### src/rtl/traffic_pkg.sv
// rtl/traffic_pkg.sv - shared phase, approach and timer-state definitions for the traffic light path
//
// Phase encoding (3-bit): even = go, odd = amber; phase[2:1] is the approach index.
// Imported by traffic_phase_timer and by the downstream lamp controller.
package traffic_pkg;

  localparam logic [2:0] PH_E_GO    = 3'd0;
  localparam logic [2:0] PH_E_AMBER = 3'd1;
  localparam logic [2:0] PH_S_GO    = 3'd2;
  localparam logic [2:0] PH_S_AMBER = 3'd3;
  localparam logic [2:0] PH_W_GO    = 3'd4;
  localparam logic [2:0] PH_W_AMBER = 3'd5;
  localparam logic [2:0] PH_N_GO    = 3'd6;
  localparam logic [2:0] PH_N_AMBER = 3'd7;

  localparam logic [1:0] APP_E = 2'd0;
  localparam logic [1:0] APP_S = 2'd1;
  localparam logic [1:0] APP_W = 2'd2;
  localparam logic [1:0] APP_N = 2'd3;

  typedef enum logic [1:0] {
    ST_GO     = 2'd0,
    ST_AMBER  = 2'd1,
    ST_ALLRED = 2'd2
  } timer_state_e;

endpackage

### src/rtl/traffic_phase_timer.sv
// rtl/traffic_phase_timer.sv - vehicle-actuated phase timer feeding the four-approach light controller
//
// Ports:
//   clk      in   system clock, rising edge
//   rst      in   asynchronous active-high reset
//   en       in   timing enable; low freezes phase, cnt and state
//   veh_req  in   [3:0] vehicle presence per approach (E,S,W,N = bit 0..3)
//   phase    out  [2:0] current phase (even = go, odd = amber)
//   advance  out  one-cycle pulse in the first cycle of a new phase value
//   cnt      out  [CNT_W-1:0] cycles already spent in the current interval
//   all_red  out  high during the all-red clearance interval
//
// Build option: define ALL_RED_EN to insert an all-red clearance interval
// after every amber; otherwise all_red is tied low.
module traffic_phase_timer
  import traffic_pkg::*;
#(
  parameter int CNT_W         = 8,
  parameter int MIN_GREEN     = 4,
  parameter int MAX_GREEN     = 10,
  parameter int AMBER_CYCLES  = 3,
  parameter int ALLRED_CYCLES = 2
) (
  input  logic             clk,
  input  logic             rst,
  input  logic             en,
  input  logic [3:0]       veh_req,
  output logic [2:0]       phase,
  output logic             advance,
  output logic [CNT_W-1:0] cnt,
  output logic             all_red
);

  localparam logic [CNT_W-1:0] MIN_LAST    = CNT_W'(MIN_GREEN - 1);
  localparam logic [CNT_W-1:0] MAX_LAST    = CNT_W'(MAX_GREEN - 1);
  localparam logic [CNT_W-1:0] AMBER_LAST  = CNT_W'(AMBER_CYCLES - 1);
  localparam logic [CNT_W-1:0] ALLRED_LAST = CNT_W'(ALLRED_CYCLES - 1);

  timer_state_e     state_q, state_d;
  logic [2:0]       phase_q, phase_d;
  logic [CNT_W-1:0] cnt_q, cnt_d;
  logic             advance_q, advance_d;

  always_ff @(posedge clk or posedge rst) begin
    if (rst) begin
      state_q   <= ST_GO;
      phase_q   <= PH_E_GO;
      cnt_q     <= '0;
      advance_q <= 1'b0;
    end else begin
      state_q   <= state_d;
      phase_q   <= phase_d;
      cnt_q     <= cnt_d;
      advance_q <= advance_d;
    end
  end

  always_comb begin
    state_d   = state_q;
    phase_d   = phase_q;
    cnt_d     = cnt_q;
    advance_d = 1'b0;
    if (en) begin
      case (state_q)
        ST_GO: begin
          // Only the active approach's request can extend green.
          if ((cnt_q >= MIN_LAST && !veh_req[phase_q[2:1]]) || cnt_q == MAX_LAST) begin
            state_d   = ST_AMBER;
            phase_d   = phase_q + 3'd1;
            cnt_d     = '0;
            advance_d = 1'b1;
          end else begin
            cnt_d = cnt_q + 1'b1;
          end
        end
        ST_AMBER: begin
          if (cnt_q == AMBER_LAST) begin
            cnt_d = '0;
`ifdef ALL_RED_EN
            // Phase stays on the amber value through clearance.
            state_d = ST_ALLRED;
`else
            state_d   = ST_GO;
            phase_d   = phase_q + 3'd1;
            advance_d = 1'b1;
`endif
          end else begin
            cnt_d = cnt_q + 1'b1;
          end
        end
        ST_ALLRED: begin
          if (cnt_q == ALLRED_LAST) begin
            state_d   = ST_GO;
            phase_d   = phase_q + 3'd1;
            cnt_d     = '0;
            advance_d = 1'b1;
          end else begin
            cnt_d = cnt_q + 1'b1;
          end
        end
        default: begin
          state_d = ST_GO;
          cnt_d   = '0;
        end
      endcase
    end
  end

  assign phase   = phase_q;
  assign cnt     = cnt_q;
  assign advance = advance_q;

`ifdef ALL_RED_EN
  logic all_red_q;

  always_ff @(posedge clk or posedge rst) begin
    if (rst) begin
      all_red_q <= 1'b0;
    end else begin
      all_red_q <= (state_d == ST_ALLRED);
    end
  end

  assign all_red = all_red_q;
`else
  assign all_red = 1'b0;
`endif

endmodule

### config.mk
export PLATFORM = sky130hd
export DESIGN_NAME = traffic_phase_timer
export DESIGN_NICKNAME = d
export VERILOG_FILES = /design/src/rtl/traffic_pkg.sv /design/src/rtl/traffic_phase_timer.sv
export SDC_FILE = /design/constraint.sdc
export NUM_CORES = 1
export LEC_CHECK = 0
export CORE_MARGIN = 2
export CORE_UTILIZATION = 52
export CTS_BUF_LIST = sky130_fd_sc_hd__clkbuf_2 sky130_fd_sc_hd__clkbuf_4 sky130_fd_sc_hd__clkbuf_8
export CTS_CLUSTER_SIZE = 16
export DETAILED_ROUTE_END_ITERATION = 10
export PLACE_DENSITY = 0.85
export SLEW_MARGIN = 20
export SYNTH_ARGS = -nofsm -noshare
export SYNTH_HDL_FRONTEND = slang
export SYNTH_SLANG_ARGS = --single-unit
export TNS_END_PERCENT = 50
### constraint.sdc
create_clock -name clk -period 4.1 [get_ports clk]
set_clock_uncertainty 0.2 [all_clocks]
set_input_delay 0.82 -clock clk [delete_from_list [all_inputs] [get_ports clk]]
set_output_delay 0.82 -clock clk [all_outputs]
set_load 0.1 [all_outputs]
==> results of run 1 <==
-- cell type report --
cell class | instances | area share, %
clock buffer | 4 | 3.17
multi-input combinational | 51 | 38.4
inverter | 8 | 3.17
sequential | 13 | 34.3
timing repair buffer | 18 | 19.0
tap | 15 | 1.98
-- placed cells by master (no fill, tap or decap) --
cell,n
o31ai_1,2
mux4_2,1
or4_4,2
mux2i_1,1
xnor2_1,2
nor2_1,8
or4_1,1
o21ai_1,3
a21oi_4,1
clkdlybuf4s50_1,18
nand4_1,1
a31oi_1,1
and4_1,1
inv_1,8
xor2_1,3
a21oi_1,2
ha_1,4
nand2_1,6
and2_1,1
conb_1,1
a2bb2oi_1,1
o21ai_0,2
mux2_4,1
a211oi_1,1
nor4_1,1
nand3_1,4
clkbuf_4,4
dfrtp_1,13
-- through the flow --
step | util, % | std cells | area [µm²]
5_1_grt | 72.0 | 109 | 948
6_report | 72.0 | 109 | 948
4_1_cts | 72.0 | 109 | 948
2_1_floorplan | - | 75 | 742
3_3_place_gp | 69.7 | 105 | 918
3_5_place_dp | 69.7 | 105 | 918
-- cell families (layout without fill, tap and decap cells) --
logic type | count (synthesis) | after routing | share of synthesized area, %
AO/OA/AOI/OAI | 13 | 13 | 12.0
XOR/XNOR | 5 | 5 | 5.90
adder cells (fa/ha/maj) | 4 | 4 | 6.75
buffers and inverters | 11 | 30 | 7.08
flip-flops | 13 | 13 | 43.8
multiplexers | 3 | 3 | 6.41
other | 1 | 1 | 0.505
AND/OR/NAND/NOR | 25 | 25 | 17.5
-- sequential cells by signal, indices dropped and copies added (netlist names) --
signal   count
state_q      1
cnt          8
phase        3
advance      1
-- routing by layer --
metal,vias up,wire length (µm),GRT usage [%]
met1,291,670,25.0
met5,-,0,0
met3,10,125,4.35
li1,296,-,-
met4,0,63,14.8
met2,41,788,31.9
-- final timing paths --
path | start | endpoint | slack [ns] | cells past startpoint
worst min-delay path | phase[0] | phase[0] | 0.32 | 1
min in group asynchronous | rst | state_q[0] | 0.66 | 2
max in group asynchronous | rst | cnt[7] | 2.70 | 2
worst max register to register | cnt[5] | phase[1] | 1.59 | 4
worst max-delay path | cnt[3] | cnt[3] | 1.14 | 1
worst min register to register | phase[0] | phase[0] | 0.32 | 1
==> results_dict.tcl, run 1 <==
set metrics [dict create \
    fin_crit_sh_pct 72.3 \
    hold_viol_final 0 \
    num_rows 13 \
    drive_above_1_share_pct 9.57 \
    die_h_um 41.8 \
    drc 0 \
    clk_pin_slew_worst_paths_ns 0.08 \
    multi_input_area_um2 364 \
    pre_cts_slack_ns 0.965 \
    slew_headroom_pct 35.3 \
    vias_per_cell 5.85 \
    slew_violations 0 \
    cts_num_sinks 13 \
    synth_async_sr_flop_share_pct 100 \
    synth_most_common_cell "dfrtp_1" \
    seq_area_frac_synth_pct 43.8 \
    clockBufferDepth 2 \
    htree_levels 1 \
    cp_data_arrival_time_ns 1.94 \
    critPathKind "register to primary output" \
    num_vias 638 \
    io_pins 20 \
    tns_ns 0 \
    fillCellCount 102 \
    cts_buffers 3 \
    cp_top_family "buffers and inverters" \
    synthesis.area_um2 742 \
    crit_fanout 7 \
    yosysWarningCount 0 \
    drv_cap 0 \
    io_buffers 18 \
    fp.dieW_um 41.8 \
    wl_per_cell_um 15.1 \
    wirelength_mm 1.65 \
    ctsResizeCount 0 \
    required_ns 3.08 \
    fmax_mhz 338 \
    cts_root_buf "clkbuf_4" \
    dp_hpwl_mm 1.19 \
    slowest_stage "clkdlybuf4s50_1" \
    yosys_register_bits 13 \
    synth_ff_type "dfrtp_1" \
    regArea_um2 325 \
    start_kind "register" \
    n_antenna_cell 0 \
    grt_max_degree 14 \
    synth_nets 86 \
    fin_ws_ns 1.14 \
    hold_path_class "register to register" \
    drtAntennaViolNets 0 \
    insertion_delay_ns 0.29 \
    postCtsSetupBuffers 0 \
    netlist-cell-type-count 29 \
    rsz0062_at_grt "no" \
    grt_pass1_vias 581 \
    synthTopCellsByArea "dfrtp_1, ha_1, inv_1" \
    drt_iter0_markers 23 \
    synthTopCellsByCount "dfrtp_1, inv_1, nor2_1, nand2_1" \
    firstDrtPassIters 5 \
    worstSetupEndpointType "primary output" \
    netlist_instances 75 \
    hold_buffers 0 \
    yosysTopAreaCellShare_pct 43.8 \
    initial_core_util_pct 56.3 \
    gp_congestion 0.891 \
    grt_overflow 0 \
    grt_pass1_wl_mm 2.59 \
    syn_area_per_cell_um2 9.89 \
    core_um2 1320 \
    setup-violations-final 0 \
    antenna_found_initial 0 \
    synth_largest_area_cell "dfrtp_1" \
    synth-edff-count 0 \
    holdWs_ns 0.319 \
    die-area_um2 1750 \
    cts_tree "done" \
    final.min_clock_period_ns 2.96 \
    grt_use_total_pct 20.5 \
    nNetsFinal 106 \
    outcome "complete, no violations" \
    cp_num_buf_inv 1 \
    path_cells "clkdlybuf4s50_1" \
    area_growth_pct 27.8 \
    critPathMaxStageDelay_ns 1.18 \
    worst_pin_slew_ns 0.967 \
]
Power of run 1 is left out: the tool's default activity adds up to more than one toggle a clock period on the data nets, which glitch-free logic cannot reach.
==> run 2, diff against run 1 <==
CORE_UTILIZATION = 49   (was 52)
PLACE_DENSITY = 0.81   (was 0.85)
clock period = 2.8 ns   (was 4.1 ns; I/O delays follow)
==> run 2 against run 1 <==
  * Critical path depth rose by 3
  * Clock-buffer cell count unchanged
  * Via count is 1.1% lower
  * Utilization down 7.3 points
  * Sequential share of layout area is 0.94 points higher
  * Global-route usage is 1.2 points lower
  * Setup slack worse by 0.70 ns
  * Critical path type is now register to register
==> results_dict.tcl, run 2 (synthesis gave the netlist of run 1 again) <==
set metrics [dict create \
    outcome "complete, no violations" \
    setup-violations-final 0 \
    drive_above_1_share_pct 29.2 \
    postCtsSetupBuffers 0 \
    wl_per_cell_um 13.8 \
    drc 0 \
    die-area_um2 1840 \
    num_rows 14 \
    hold_viol_final 0 \
    cp_data_arrival_time_ns 2.34 \
    io_pins 20 \
    worstSetupEndpointType "register" \
    min_from "phase[0]" \
    final_common_cell "buf_4" \
    io_buffers 18 \
    place_inst 108 \
    reg2reg_slack_ns 0.44 \
    fin_crit_sh_pct 84.4 \
    critPathKind "register to register" \
    grt_pass1_wl_mm 2.57 \
    mostFrequentLayoutCells "buf_4, inv_1, nor2_1, dfrtp_1" \
    hold_path_class "register to register" \
    grt_overflow 0 \
    fillCellCount 116 \
    ctsResizeCount 0 \
    dp_hpwl_mm 1.18 \
    insertion_delay_ns 0.28 \
    cts_num_sinks 13 \
    cts_root_buf "clkbuf_4" \
    holdPathStages 1 \
    tns_ns 0 \
    drt_iter0_markers 10 \
    critPathMaxStageDelay_ns 0.56 \
    hold_end "phase[0]" \
    rr_endpoint "phase[1]" \
    worst_pin_slew_ns 0.510 \
    hold_buffers 0 \
    cp_top_family "simple AND/OR/NAND/NOR gates" \
    clockBufferDepth 2 \
    required_ns 2.77 \
    nNetsFinal 108 \
    path_cells "or4_4 -> or4_4 -> a21oi_4 -> mux2_4" \
    cts_tree "done" \
    num_vias 631 \
    area_growth_pct 26.8 \
    final.min_clock_period_ns 2.36 \
    grt_use_total_pct 19.3 \
    fin_cells 112 \
    largest_reg_flops 8 \
    n_antenna_cell 0 \
    gp_congestion 0.814 \
    initial_core_util_pct 51.0 \
    crit_fanout 7 \
    r2r-start "cnt[5]" \
    drtAntennaViolNets 0 \
    grt_pass1_vias 580 \
    clk_pin_slew_worst_paths_ns 0.08 \
    drv_cap 0 \
    rsz0062_at_grt "no" \
    wirelength_mm 1.55 \
    slew_headroom_pct 65.9 \
    ff2ff_path_depth 4 \
    cp_num_buf_inv 0 \
    slowest_stage "or4_4" \
    fmax_mhz 423 \
    firstDrtPassIters 3 \
    crit_top_cell "or4_4" \
    grt_max_degree 14 \
    cts_buffers 3 \
    htree_levels 1 \
    vias_per_cell 5.63 \
    die_h_um 42.9 \
    start_kind "register" \
    fp.dieW_um 42.9 \
    antenna_found_initial 0 \
    slew_violations 0 \
    core_um2 1450 \
]
[run 2: through the flow]
step	instance area [µm²]	util (%)	worst slack (ns)	hold slack (ns)
finish	941	64.7	0.436	0.311
CTS	941	64.7	0.438	0.313
floorplan	748	-	0.0559	0.237
global placement	911	62.7	0.228	0.294
global route	941	64.7	0.363	0.336
detailed placement	911	62.7	0.142	0.296
[run 2: worst max path at each step]
stage	from	to	slack, ns	cells after the start
after floorplan	cnt[1]	phase[1]	0.06	6
after global placement	veh_req[3]	phase[1]	0.23	6
after detailed placement	veh_req[0]	phase[1]	0.14	6
after CTS	cnt[5]	phase[1]	0.44	4
after global routing	veh_req[0]	phase[2]	0.36	7
final	cnt[5]	phase[1]	0.44	4
[run 2: per-layer routing]
metal	track usage, %	routed length (µm)	vias up
met5	0	0	-
met4	11.3	36	0
met3	3.83	48	5
met2	33.6	812	13
met1	21.4	651	314
li1	-	-	299
[run 2: cell type report]
cell class,count,area [µm²],area share (%)
multi-input combinational,51,364,38.7
sequential,13,332,35.2
timing repair buffer,20,165,17.6
clock buffer,4,30.0,3.19
inverter,8,30.0,3.19
tap,16,20.0,2.13
Power of run 2 is left out for the same reason.
==> RTL change, RTL diff (config.mk and constraints of run 2) <==
The option `ALL_RED_EN` is turned on by a define.
--- a/src/rtl/traffic_phase_timer.sv
+++ b/src/rtl/traffic_phase_timer.sv
@@ -14,2 +14,4 @@
 // after every amber; otherwise all_red is tied low.
+`define ALL_RED_EN
+
 module traffic_phase_timer
Check against the original RTL: not equivalent (Yosys sat finds a counterexample within 10 cycles, from zero or initial values and one cycle with rst high).
==> RTL change against run 2 <==
  * Sequential cell count grew 2
  * Sequential share of layout area shrank 3.1 points
  * Worst setup slack lost 0.10 ns
  * Fmax shrank 4.1%
  * Synthesized cell count grew 29%
  * Synthesized area grew 27%
  * Cell area grew 25%
  * Routed wire length grew 27%
==> RTL change: results (changes against run 2) <==
status=finished, final reports clean; IO buf count=19 (+1); gr usage total=21.15% (+1.8 points); vias in the first global route=778 (+34%); flop2flop setup slack=0.35 ns (-0.09 ns); DP Worst Slack=0.05153 ns (-0.09001 ns); final non-filler cell total=145 (+29%); DRT iter0 DRCs=17 (+7); Cells after Synth=97 (+29%); DR pass1 iterations=4 (+1); fraction of the mapped netlist area in adder cells=5.305% (-1.4 points); Max VDD drop=roughly 0.93 mV; final worst-path cycle share=88.01% (+3.6 points); Inst Count DP=141 (+31%); Post-Synth XOR/XNOR Area=2.785% (-3.1 points); largest net degree at the start of global routing=22 (+8); proportion of synthesized area in mux cells=6.366% (-0.042 points); Critical Path Fanout Max=3 (-4); Mapped Nets=108 (+26%); Routed Wire Length=1969 um (+27%); slew of the pin with the lowest slew margin=0.5793 ns (+0.06879 ns); post-synth cell types=34 (+17%); Vias per Instance=5.510 (-2.2%); fraction of the mapped netlist area in compound gates=19.76% (+7.8 points); Net Sw Frac=a little over half; Longest Clk Path Bufs=2 (unchanged); Clock Pin Slew Worst Setup and Hold Paths=0.08 ns (about the same); GP Congestion=0.7662 (-5.8%); sequential area share after synthesis=39.79% (-4.1 points); commonest cells in the netlist=dfrtp_1, nand2_1, a21oi_1, nand3_1, inv_1; global-route wire length before repair=3360 um (+31%); root buffer cell=clkbuf_4; Arr. time, crit path=2.43 ns (+0.09 ns); share of flip-flops with an asynchronous set or reset=100.0% (unchanged); synth top area cells=dfrtp_1, ha_1, a21oi_1, nand3_1, nand2_1; hold slack final=0.3150 ns (+0.004120 ns); Final nets=132 (+22%); Post-DP HPWL=1482 um (+26%); fraction of layout cells with a size suffix above 1=30.83% (+1.7 points); Filler Cell Count=152 (+31%)
RTL change: cell types whose count changed in the layout (fill, tap and decap cells not counted), moves of 3 or more:
cell	change
a21oi_1	+6
nor2_1	-6
dfrtp_1	+5
nand2_1	+4
nand3_1	+4
buf_4	+3
dfrtp_2	-3
o21ai_0	+3
o21ai_1	-3
RTL change: area by class of cell:
cell class	count	area [um2]	area share, %
tap	25	31.28	2.660
sequential	15	377.9	32.13
inverter	7	26.28	2.234
multi-input combinational	71	523.0	44.47
clock buffer	4	30.03	2.553
timing repair buffer	23	187.7	15.96
RTL change: cells by family after synthesis:
family	Yosys count
AOI/OAI and AO/OA	26
buffers and inverters	11
DFF	15
and+or+nand+nor	34
muxes	4
xor gates and xnor gates	3
adders and majority gates	4
RTL change: per-stage QoR:
stage	utilization (%)	area (um2)
6_report	66.67	1176
5_1_grt	66.67	1176
4_1_cts	66.67	1176
3_5_place_dp	64.96	1146
3_3_place_gp	64.96	1146
2_1_floorplan	-	945.9
RTL change: path summary, 6_finish.rpt:
path                            endpoint  depth (start not counted)       start
worst min register to register  phase[0]                          1    phase[0]
worst max register to register  phase[1]                          5      cnt[4]
worst min-delay path            phase[0]                          1    phase[0]
worst max-delay path            phase[1]                          6  veh_req[2]
max in group asynchronous       phase[1]                          2         rst
min in group asynchronous         cnt[2]                          2         rst
RTL change: power groups by stage:
stage	clock [mW]	combinational (mW)	sequential, mW
after global routing	0.153	0.820	0.385
after CTS	0.140	0.771	0.371
after floorplan	0	0.291	0.664
final	0.134	0.767	0.370
after global placement	0	0.756	0.368
after detailed placement	0	0.767	0.374
RTL change: worst max-delay path, cell delays in order:
cell	delay, ns
clkdlybuf4s50_1	0.44
mux4_2	0.48
a31oi_1	0.23
nor4_2	0.12
a2111oi_4	0.27
mux2_4	0.33
RTL change: metal layers:
metal  vias to the layer above  track usage [%]  routed length, um
met2                        17            34.13                954
met4                         0            8.649                 28
met3                         5            4.906                 67
met5                         -                0                  0
met1                       381            27.23                918
li1                        396                -                  -
